--- config.mk ---
export PLATFORM = sky130hd
export DESIGN_NAME = rf_addr_port_arbiter
export DESIGN_NICKNAME = d
export VERILOG_FILES = /design/src/rtl/rf_addr_port_arbiter_pkg.sv /design/src/rtl/rf_addr_port_arbiter_hold_counter.sv /design/src/rtl/rf_addr_port_arbiter_mux.sv /design/src/rtl/rf_addr_port_arbiter.sv
export SDC_FILE = /design/constraint.sdc
export NUM_CORES = 1
export LEC_CHECK = 0
export ABC_AREA = 1
export CAP_MARGIN = 20
export CORE_UTILIZATION = 42
export CTS_CLUSTER_DIAMETER = 150
export DETAILED_ROUTE_END_ITERATION = 8
export PLACE_DENSITY = 0.73
export SLEW_MARGIN = 40
export SYNTH_ARGS = -nofsm -noshare
export SYNTH_HDL_FRONTEND = slang
export SYNTH_SLANG_ARGS = --single-unit
export TNS_END_PERCENT = 5
--- constraint.sdc ---
create_clock -name clk -period 1.55 [get_ports clk]
set_input_delay 0.465 -clock clk [delete_from_list [all_inputs] [get_ports clk]]
set_output_delay 0.465 -clock clk [all_outputs]
set_load 0.02 [all_outputs]
--- src/rtl/rf_addr_port_arbiter_pkg.sv ---
// rtl/rf_addr_port_arbiter_pkg.sv - shared types and constants for the address-port arbiter
package rf_addr_port_arbiter_pkg;

    localparam int ADDR_W_DEF = 3;
    localparam int HOLD_W     = 4;

    typedef enum logic [1:0] {
        ST_IDLE = 2'b00,
        ST_OWN0 = 2'b01,
        ST_OWN1 = 2'b10
    } state_t;

endpackage

--- src/rtl/rf_addr_port_arbiter_hold_counter.sv ---
// rtl/rf_addr_port_arbiter_hold_counter.sv - saturating clearable hold counter with expiry flag
module rr_hold_counter
    import rf_addr_port_arbiter_pkg::*;
#(
    parameter int MAX_HOLD = 4
) (
    input  logic clk,
    input  logic rst_n,
    input  logic clr_i,
    input  logic inc_i,
    output logic expired_o
);

    localparam logic [HOLD_W-1:0] LIMIT = HOLD_W'(MAX_HOLD - 1);

    logic [HOLD_W-1:0] cnt_q, cnt_d;

    // Clear has priority; increments stop at the limit so an uncontested owner never wraps
    always_comb begin
        cnt_d = cnt_q;
        if (clr_i) begin
            cnt_d = '0;
        end else if (inc_i && (cnt_q != LIMIT)) begin
            cnt_d = cnt_q + 1'b1;
        end
    end

    // Counter register
    always_ff @(posedge clk or negedge rst_n) begin
        if (!rst_n) begin
            cnt_q <= '0;
        end else begin
            cnt_q <= cnt_d;
        end
    end

    assign expired_o = (cnt_q == LIMIT);

endmodule

--- src/rtl/rf_addr_port_arbiter_mux.sv ---
// rtl/rf_addr_port_arbiter_mux.sv - 2:1 register-address mux (0 = D0, 1 = D1)
module rf_addr_mux2 #(
    parameter int W = 3
) (
    input  logic [W-1:0] d0_i,
    input  logic [W-1:0] d1_i,
    input  logic         sel_i,
    output logic [W-1:0] y_o
);

    assign y_o = sel_i ? d1_i : d0_i;

endmodule

--- src/rtl/rf_addr_port_arbiter.sv ---
// rtl/rf_addr_port_arbiter.sv - round-robin arbiter for the shared register-file write-address port
module rf_addr_port_arbiter
    import rf_addr_port_arbiter_pkg::*;
#(
    parameter int ADDR_W   = ADDR_W_DEF,
    parameter int MAX_HOLD = 4
) (
    input  logic              clk,
    input  logic              rst_n,
    input  logic              req0,
    input  logic [ADDR_W-1:0] addr0,
    input  logic              req1,
    input  logic [ADDR_W-1:0] addr1,
    output logic              gnt0,
    output logic              gnt1,
    output logic              sel,
    output logic [ADDR_W-1:0] addr_out,
    output logic              addr_valid,
    output logic              busy
);

    state_t            state_q, state_d;
    logic              last_winner_q, last_winner_d;
    logic              sel_q, sel_d;
    logic [ADDR_W-1:0] addr_q;
    logic              valid_q;
    logic [ADDR_W-1:0] addr_mux;
    logic              expired;
    logic              enter_own;
    logic              stay_own;

    // Next-state: an owner yields at once when it drops, or after its hold expires while contested
    always_comb begin
        state_d = state_q;
        case (state_q)
            ST_IDLE: begin
                if (req0 && req1) begin
                    state_d = last_winner_q ? ST_OWN0 : ST_OWN1;
                end else if (req0) begin
                    state_d = ST_OWN0;
                end else if (req1) begin
                    state_d = ST_OWN1;
                end
            end
            ST_OWN0: begin
                if (!req0) begin
                    state_d = req1 ? ST_OWN1 : ST_IDLE;
                end else if (req1 && expired) begin
                    state_d = ST_OWN1;
                end
            end
            ST_OWN1: begin
                if (!req1) begin
                    state_d = req0 ? ST_OWN0 : ST_IDLE;
                end else if (req0 && expired) begin
                    state_d = ST_OWN0;
                end
            end
            default: state_d = ST_IDLE;
        endcase
    end

    // Derived next values: select and last winner follow the next owner, hold in IDLE
    always_comb begin
        enter_own     = (state_d != ST_IDLE) && (state_d != state_q);
        stay_own      = (state_d != ST_IDLE) && (state_d == state_q);
        sel_d         = sel_q;
        last_winner_d = last_winner_q;
        if (state_d == ST_OWN0) begin
            sel_d         = 1'b0;
            last_winner_d = 1'b0;
        end else if (state_d == ST_OWN1) begin
            sel_d         = 1'b1;
            last_winner_d = 1'b1;
        end
    end

    rr_hold_counter #(
        .MAX_HOLD (MAX_HOLD)
    ) u_hold (
        .clk       (clk),
        .rst_n     (rst_n),
        .clr_i     (enter_own),
        .inc_i     (stay_own),
        .expired_o (expired)
    );

    // Steered by next-state select so the register captures the incoming owner's address
    rf_addr_mux2 #(
        .W (ADDR_W)
    ) u_mux (
        .d0_i  (addr0),
        .d1_i  (addr1),
        .sel_i (sel_d),
        .y_o   (addr_mux)
    );

    // State and output registers; reset clears any grant immediately
    always_ff @(posedge clk or negedge rst_n) begin
        if (!rst_n) begin
            state_q       <= ST_IDLE;
            last_winner_q <= 1'b1;
            sel_q         <= 1'b0;
            addr_q        <= '0;
            valid_q       <= 1'b0;
        end else begin
            state_q       <= state_d;
            last_winner_q <= last_winner_d;
            sel_q         <= sel_d;
            valid_q       <= (state_d != ST_IDLE);
            if (state_d != ST_IDLE) begin
                addr_q <= addr_mux;
            end
        end
    end

    assign gnt0       = (state_q == ST_OWN0);
    assign gnt1       = (state_q == ST_OWN1);
    assign busy       = (state_q != ST_IDLE);
    assign sel        = sel_q;
    assign addr_out   = addr_q;
    assign addr_valid = valid_q;

endmodule
* Word level (Yosys, flattened, before mapping) *
Cells that the tools add are included.
W data, S select, Z words.

storage, ports and cells
  register bits after elaboration = 12
  latch bits = 0
  memory bits (writable) = 0
  memory bits (read-only) = 0
  bits of input ports = 10
  output and inout bits = 8
  word-level logic and storage cells = 44
  memories kept = 0

operators by class
  $add $sub $neg = 1
  multipliers = 0
  divide/modulo/power cells = 0
  $lt $le $gt $ge = 0
  equality and inequality tests = 8
  shift-type cells = 0
  muxes and demuxes = 18
  bitwise gates (word level) = 0
  reduce and logical (&&, ||, !) cells = 11

operators by type and width
  cell                   number
  $mux W2                9
  $mux W4                2
  $reduce_bool A2 Y1     4
  $logic_and A1 B1 Y1    6
  $pmux W2 S3            1
  $mux W1                5
  $add A4 B1 Y4 const B  1
  $eq A2 B1 Y1 const B   2
  $eq A2 B2 Y1 const B   2
  $eq A4 B2 Y1 const B   1
  $ne A4 B2 Y1 const B   1
  $mux W3                1
  $eq A2 B2 Y1           1
  $logic_not A2 Y1       1
  $ne A2 B2 Y1           1

* Logic depth before layout (Yosys ltp) *
Gate-level depths: netlist of the first run.

  depth in word-level cells = 10
  depth in mapped cells = 12
  depth with buffers taken out = 12

* Cells and area by module *
Synthesis of the first run repeated with hierarchy kept, for this count alone.

second synthesis, totals
  cells, all modules = 98
  area, all modules = 715.7 µm²

modules (own cells, without submodules)
  module                times used  cells each  area each (µm²)  sequential area each (µm²)
  rf_addr_port_arbiter  1           61          469.2            201.4
  rr_hold_counter       1           27          209.0            100.1
  rf_addr_mux2          1           10          37.5             0.0

* Worst setup path after synthesis of the first run *
OpenSTA, ideal clock, no wires.

  kind = reg-to-reg
  from = reg u_hold.cnt_q[0]
  to = reg addr_q[0], in the netlist addr_out[0]
  library setup time = 0.126 ns
  data arrival time = 1.598 ns
  required time = 1.424 ns
  slack = -0.174 ns
  cell stages (with the launch flop) = 13
  path buffers = 0
  clock period less this slack = 1.724 ns
  path through = dfrtp_1 > ha_1 > nand3_1 > nand2_1 > nand2_1 > nand3_1 > inv_1 > ha_1 > nor2_1 > nor2_1 > inv_1 > nand2_1 > a31oi_1

on the way
  cells in the longest elaborated chain, start to end = 9
  elaborated cells between the ends (all ways) = 14
  classes of those cells = 3 x eq/ne; 8 x mux; 3 x reduce/logical

RTL lines
  item                                    line                                                    RTL
  start, declared                         rf_addr_port_arbiter_hold_counter.sv:16                 logic [HOLD_W-1:0] cnt_q, cnt_d;
  start signal, assigned                  rf_addr_port_arbiter_hold_counter.sv:33                 cnt_q <= cnt_d;
  $eq A4 B2 Y1 (*)                        rf_addr_port_arbiter_hold_counter.sv:37                 assign expired_o = (cnt_q == LIMIT);
  $logic_and A1 B1 Y1 (on tied branches)  rf_addr_port_arbiter.sv:55, rf_addr_port_arbiter.sv:48
  $mux W2 (on tied branches)              rf_addr_port_arbiter.sv:55, rf_addr_port_arbiter.sv:48
  $mux W2 (on tied branches)              rf_addr_port_arbiter.sv:53, rf_addr_port_arbiter.sv:46
  $pmux W2 S3 (*)                         rf_addr_port_arbiter.sv:35                              case (state_q)
  net state_d[0]                          rf_addr_port_arbiter.sv:22                              state_t state_q, state_d;
  $eq A2 B2 Y1                            rf_addr_port_arbiter.sv:72                              end else if (state_d == ST_OWN1) begin
  $mux W1                                 rf_addr_port_arbiter.sv:72
  $mux W1 (*)                             rf_addr_port_arbiter.sv:69                              if (state_d == ST_OWN0) begin
  net sel_d                               rf_addr_port_arbiter.sv:24                              logic sel_q, sel_d;
  $mux W3 (*)                             rf_addr_port_arbiter_mux.sv:11                          assign y_o = sel_i ? d1_i : d0_i;
  end signal, assigned                    rf_addr_port_arbiter.sv:112                             addr_q <= addr_mux;
  end, declared                           rf_addr_port_arbiter.sv:25                              logic [ADDR_W-1:0] addr_q;

Mark *: on every way through the listed nets, which the timed path passes. The rest lies on a longest branch.
A chain may end at the register's enable or synchronous reset.

* Worst setup path in the final report of the first run *
  from = reg u_hold.cnt_q[0]
  to = reg u_hold.cnt_q[0]

on the way
  cells in the longest elaborated chain, start to end = 9
  elaborated cells between the ends (all ways) = 19
  classes of those cells = 1 x add/sub; 4 x eq/ne; 7 x mux; 7 x reduce/logical

RTL lines
  item                                                line                                                    RTL
  $eq A4 B2 Y1 (*)                                    rf_addr_port_arbiter_hold_counter.sv:37
  $logic_and A1 B1 Y1 (on tied branches)              rf_addr_port_arbiter.sv:55, rf_addr_port_arbiter.sv:48
  $mux W2 (on tied branches)                          rf_addr_port_arbiter.sv:55, rf_addr_port_arbiter.sv:48
  $mux W2 (on tied branches)                          rf_addr_port_arbiter.sv:53, rf_addr_port_arbiter.sv:46
  $pmux W2 S3 (*)                                     rf_addr_port_arbiter.sv:35
  net state_d[0]                                      rf_addr_port_arbiter.sv:22
  $eq A2 B2 Y1 or $reduce_bool A2 Y1 (tied branches)  rf_addr_port_arbiter.sv:66, rf_addr_port_arbiter.sv:65
  $logic_and A1 B1 Y1                                 rf_addr_port_arbiter.sv:66                              stay_own = (state_d != ST_IDLE) && (state_d == state_q);
  $logic_and A1 B1 Y1                                 rf_addr_port_arbiter_hold_counter.sv:23                 end else if (inc_i && (cnt_q != LIMIT)) begin
  $reduce_bool A2 Y1 (no line)                        --

Mark *: on every way through the listed nets, which the timed path passes. The rest lies on a longest branch. The select of a mux whose other input is x is not followed.

==> qor.yml, run 1 <==
run_status:
  status: "finished with violations"
  violations: "setup timing"
setup_path:
  cp.depth: 12
  critPathCaptureType: "register"
  r2r_setup_slack_ns: -0.23
  cp_slowest_cell: "dfrtp_1"
  rr_startpoint: "u_hold.cnt_q[0]"
  crit_path_frequent_cell: "nand3_2"
  crit_start: "u_hold.cnt_q[0]"
  crit_chain: "ha_4 -> nand3_2 -> nand3_2 -> nand3_4 -> inv_4 -> buf_6 -> ha_4 -> inv_4 -> buf_6 -> nand2_4 -> nand3_2 -> nand2_1"
  rr_endpoint: "u_hold.cnt_q[0]"
  cp.arrival_ns: 1.95
  setup.worst_path.end: "u_hold.cnt_q[0]"
  worstSetupPathType: "register to register"
  startpoint_type: "register"
  rr_worst_depth: 12
  crit_fanout: 8
  cp_top_family: "simple AND/OR/NAND/NOR gates"
  cpPeakStageDelay_ns: 0.42
  worstPathRequired_ns: 1.72
  crit_buf_inv: 4
drt:
  wl_per_cell_um: 15.4
  drt_iter0_drc: 27
  num_vias: 817
  route.detailed.drc: 0
  ant_nets: 0
  dr.pass1.iters: 4
  via_per_inst: 5.45
  routed_wl_mm: 2.31
clocking:
  clkLatencyLatePin_ns: 0.28
  postCtsHoldBufs: 0
  cts_buffers: 3
  path_clk_slew_ns: 0.09
  cts_tree: "done"
  clk_path_buf_depth: 2
  cts.sinks: 12
  cts_root_buf: "clkbuf_4"
  ctsHtreeMaxLevel: 1
layout:
  final_layout_size_suffix_gt1_share_pct: 58.2
  area_growth_pct: 82.7
  antenna_cells: 0
  nFillCells: 91
  final_nets: 149
floorplan:
  die_area_mm2: 0.00182
  die_x_um: 42.7
  initial_utilization_pct: 45.6
  die_h_um: 42.7
  io_pins: 18
  coreArea_mm2: 0.00152
  rows: 14
timing:
  rsz0062_at_grt: "yes"
  finalSetupViolations: 11
  slew-limit-headroom_pct: 75.8
  fmax_mhz: 561
  worstMarginPinSlew_ns: 0.362
  finalClockSkew_ns: 0.00793
  period_minus_slack_ns: 1.78
  min_period_over_period_pct: 115
  hold_violations: 0
  worst_slack_ns: -0.233
  slew_viol_final: 0
  whs_ns: 0.500
logic_synthesis:
  synth_cell_types: 16
  synthTopCellsByCount: "22 x nand2_1, 16 x nand3_1, 11 x dfrtp_1"
  yosysTopAreaCell: "dfrtp_1"
  synth_top_area_share_pct: 39.6
  avgSynthCellArea_um2: 7.63
  syn-num-nets: 105
  ys_ff_latch: 12
  synth_area_leaders: "dfrtp_1 40%, nand2_1 12%, nand3_1 12%"
  yosysSeqAreaShare_pct: 43.4
  synth_edf_count: 0
  netlist_instances: 91
  async_reset_ff_share_pct: 100
  yosysMostFrequentCell: "nand2_1"
  yosys_warnings: 0
  synthesis.area_um2: 694
  synthFlopType: "dfrtp_1"
min_path:
  min_path_type: "input port to async pin"
place:
  portBuffers: 17
  dp_hpwl_mm: 1.19
  globalplace.congestion: 0.895
global_route:
  grt_usage_pct: 21.1
  first_global_vias: 714
  overflow: 0
  antenna_found_initial: 0
  grt_max_degree: 13
  grt_pass1_wl_mm: 2.89
power:
  power.leakage_nw: 0.619
  total_power_mw: 2.86
  cellPowerDensity_mw_per_mm2: 2250
  irDropWorstVdd_mv: 1.72
run:
  max_cap_viol_count: 0
registers in the layout, indices dropped and copies added, names as in the netlist:
| register | cells |
|---|---|
| addr_out | 3 |
| addr_valid | 1 |
| sel | 1 |
| last_winner_q | 1 |
| state_q | 2 |
| u_hold.cnt_q | 4 |
through the flow:
| stage | setup slack, ns | utilization [%] | instances | instance area, um^2 | TNS, ns |
|---|---|---|---|---|---|
| after floorplan | -0.0510 | - | 91 | 732 | -0.338 |
| after global placement | -0.724 | 65.9 | 135 | 1000 | -6.56 |
| after detailed placement | -0.780 | 65.9 | 135 | 1000 | -7.10 |
| after CTS | -0.172 | 69.0 | 140 | 1050 | -1.10 |
| after global routing | -0.281 | 83.3 | 150 | 1270 | -2.22 |
| final | -0.233 | 83.3 | 150 | 1270 | -1.62 |
routing by layer:
| metal | routed length, um | vias up | part of all wire, % | GRT usage, % |
|---|---|---|---|---|
| met2 | 1150 | 53 | 50 | 34.8 |
| met5 | 0 | - | 0 | 0 |
| met4 | 41 | 0 | 1.8 | 11.9 |
| met3 | 174 | 6 | 7.5 | 2.98 |
| li1 | - | 378 | - | - |
| met1 | 946 | 380 | 41 | 26.1 |
power breakdown:
group          switching (mW)  leakage (nW)  internal, mW  total [mW]
sequential              0.127         0.146         0.455       0.583
combinational            1.10         0.453         0.921        2.02
clock                   0.116        0.0210         0.143       0.259
total                    1.34         0.619          1.52        2.86
worst reg2reg max path, stage by stage (launching register included):
cell	delay (ns)
dfrtp_1	0.42
ha_4	0.19
nand3_2	0.10
nand3_2	0.13
nand3_4	0.13
inv_4	0.05
buf_6	0.12
ha_4	0.16
inv_4	0.07
buf_6	0.13
nand2_4	0.07
nand3_2	0.06
nand2_1	0.05
worst min path at each step:
stage	from	end	slack (ns)	cells past startpoint
global route	rst_n	state_q[1]	0.51	2
CTS	rst_n	u_hold.cnt_q[1]	0.49	2
floorplan	rst_n	addr_out[0]	0.17	0
global placement	last_winner_q	last_winner_q	0.51	2
detailed placement	last_winner_q	last_winner_q	0.53	2
finish	rst_n	state_q[1]	0.50	2
timing repair:
item                       in CTS  in global routing
setup buffers                   1                 10
pin swaps                       7                 13
gates resized for setup        28                 40
setup endpoints to repair      18                 13
area by class of cell:
| type | instances | area (um^2) | area share (%) |
|---|---|---|---|
| multi-input cells | 65 | 512 | 40.3 |
| repair buffers | 39 | 337 | 26.5 |
| flip-flops and latches | 12 | 304 | 24.0 |
| inverters | 14 | 60.1 | 4.73 |
| clock buffers | 4 | 36.3 | 2.86 |
| well taps | 16 | 20.0 | 1.58 |
layout by cell type, fill, tap and decap left out, types with 2 or more instances in the layout:
cell type,n
nand3_2,6
nand2_2,7
buf_2,2
nand2_1,15
nand3_4,3
a31oi_1,3
nand3_1,7
inv_1,4
buf_6,3
nand2_4,2
nor2_1,2
dfrtp_1,9
buf_4,19
nor2_4,3
xor2_1,2
clkdlybuf4s50_1,7
nor2_2,8
dfrtp_2,2
dlygate4sd2_1,5
inv_2,7
clkbuf_4,3
inv_4,3
ha_4,3
cell families after synthesis:
family / Yosys count / synth area share, %
buffers and inverters: 14 / 7.93
XOR/XNOR: 2 / 2.52
AO/OA/AOI/OAI: 5 / 4.50
AND/OR/NAND/NOR: 54 / 34.4
flip-flops: 12 / 43.4
adder cells (fa/ha/maj): 4 / 7.21
No activity file was read; power rests on OpenSTA's default activity.
==> run 2: changes to the inputs <==
PLACE_DENSITY = 0.84   (was 0.73)
SLEW_MARGIN = unset   (was 40)
==> qor.yml, run 2 (synthesis gave the netlist of run 1 again) <==
floorplan:
  io_pins: 18
  die_h_um: 42.7
  initial_utilization_pct: 45.6
  rows: 14
  die_area_mm2: 0.00182
  die_x_um: 42.7
  coreArea_mm2: 0.00152
drt:
  wl_per_cell_um: 15.2
  dr.pass1.iters: 4
  ant_nets: 0
  route.detailed.drc: 0
  num_vias: 776
  via_per_inst: 5.32
  routed_wl_mm: 2.22
  drt_iter0_drc: 18
setup_path:
  rr_endpoint: "addr_out[0]"
  startpoint_type: "register"
  worstPathRequired_ns: 1.74
  cp.arrival_ns: 2.01
  cpPeakStageDelay_ns: 0.48
  crit_start: "state_q[0]"
  r2r_setup_slack_ns: -0.27
  worstSetupPathType: "register to register"
  rr_worst_depth: 12
  crit_fanout: 8
  crit_chain: "inv_2 -> nand2_2 -> nor2_2 -> nand2_2 -> nand3_4 -> inv_4 -> buf_6 -> ha_4 -> inv_4 -> buf_6 -> nor2_1 -> a31oi_1"
  rr_startpoint: "state_q[0]"
  cp_slowest_cell: "dfrtp_2"
  cp_top_family: "flip-flops"
  cp.depth: 12
  setup.worst_path.end: "addr_out[0]"
  crit_buf_inv: 5
  critPathCaptureType: "register"
timing:
  fmax_mhz: 551
  slew_viol_final: 0
  worstMarginPinSlew_ns: 0.403
  rsz0062_at_grt: "yes"
  finalSetupViolations: 11
  hold_violations: 0
  slew-limit-headroom_pct: 73.0
  finalClockSkew_ns: 0.0101
  period_minus_slack_ns: 1.82
  min_period_over_period_pct: 117
  worst_slack_ns: -0.266
power:
  irDropWorstVdd_mv: 1.69
  cellPowerDensity_mw_per_mm2: 2190
  power.leakage_nw: 0.595
place:
  dp_hpwl_mm: 1.18
  globalplace.congestion: 0.860
  placed_area_mm2: 0.00100
  portBuffers: 17
clocking:
  cts_tree: "done"
  path_clk_slew_ns: 0.09
  cts_buffers: 3
  cts_root_buf: "clkbuf_4"
  clkLatencyLatePin_ns: 0.27
  cts.sinks: 12
  postCtsHoldBufs: 0
  ctsHtreeMaxLevel: 1
  clk_path_buf_depth: 2
run_status:
  status: "finished with violations"
  violations: "setup timing"
layout:
  multi_input_area_um2: 500
  utilization_pct: 79.9
  regMostFlops: "u_hold.cnt_q"
  antenna_cells: 0
  final_common_cell: "buf_4"
  largest_reg_flops: 4
  fin_area_mm2: 0.00122
  seqCellArea_um2: 304
  area_growth_pct: 75.3
  final_nets: 145
  nFillCells: 90
  layout_common_cells: "16 x buf_4, 15 x nand2_1, 9 x dfrtp_1, 8 x inv_2, 8 x nand3_1"
  final_layout_size_suffix_gt1_share_pct: 51.5
global_route:
  antenna_found_initial: 0
  grt_max_degree: 13
  grt_use_met3_pct: 4.26
  grt_usage_pct: 18.8
  grtUsageMet2_pct: 30.9
  grt_pass1_wl_mm: 2.57
  first_global_vias: 649
  top_usage_layer: "met2"
  gr-usage-met1_pct: 23.4
  overflow: 0
min_path:
  min_path_type: "input port to async pin"
run:
  max_cap_viol_count: 0
[run 2: area by class of cell]
| class | instances | area share (%) |
|---|---|---|
| clock buffers | 4 | 2.98 |
| inverters | 14 | 4.73 |
| multi-input cells | 65 | 41.1 |
| flip-flops and latches | 12 | 25.0 |
| well taps | 16 | 1.64 |
| repair buffers | 35 | 24.6 |
[run 2: power breakdown]
part | switching (mW) | internal [mW] | total (mW)
clock network | 0.114 | 0.143 | 0.257
logic | 1.04 | 0.778 | 1.82
registers | 0.135 | 0.455 | 0.590
[run 2: timing repair]
item,CTS,global route
endpoints found under the hold margin,0,0
buffers inserted,2,5
resized for setup,26,38
cloned,0,0
pin swaps,8,12
setup endpoints to repair,18,12
[run 2: stage by stage]
step,power [mW],TNS [ns],cells,worst slack [ns],hold slack (ns)
floorplan,1.39,-0.338,91,-0.0510,0.169
global placement,1.86,-6.25,135,-0.703,0.515
detailed placement,1.90,-6.69,135,-0.727,0.514
CTS,2.13,-0.940,141,-0.159,0.497
global route,2.83,-2.67,146,-0.330,0.489
finish,2.66,-1.93,146,-0.266,0.497
[run 2: how the worst min path moves through the flow]
stage                       start            end  slack, ns  cells past startpoint
global route                rst_n    addr_out[0]       0.49                      2
finish                      rst_n    addr_out[0]       0.50                      2
detailed placement  last_winner_q  last_winner_q       0.51                      2
CTS                         rst_n            sel       0.50                      2
floorplan                   rst_n    addr_out[0]       0.17                      0
global placement    last_winner_q  last_winner_q       0.51                      2
[run 2: metal layers]
metal	vias up	wire length [um]	share of wire, %
met3	6	101	4.6
li1	370	-	-
met4	0	38	1.7
met2	38	1200	54
met5	-	0	0
met1	362	877	40
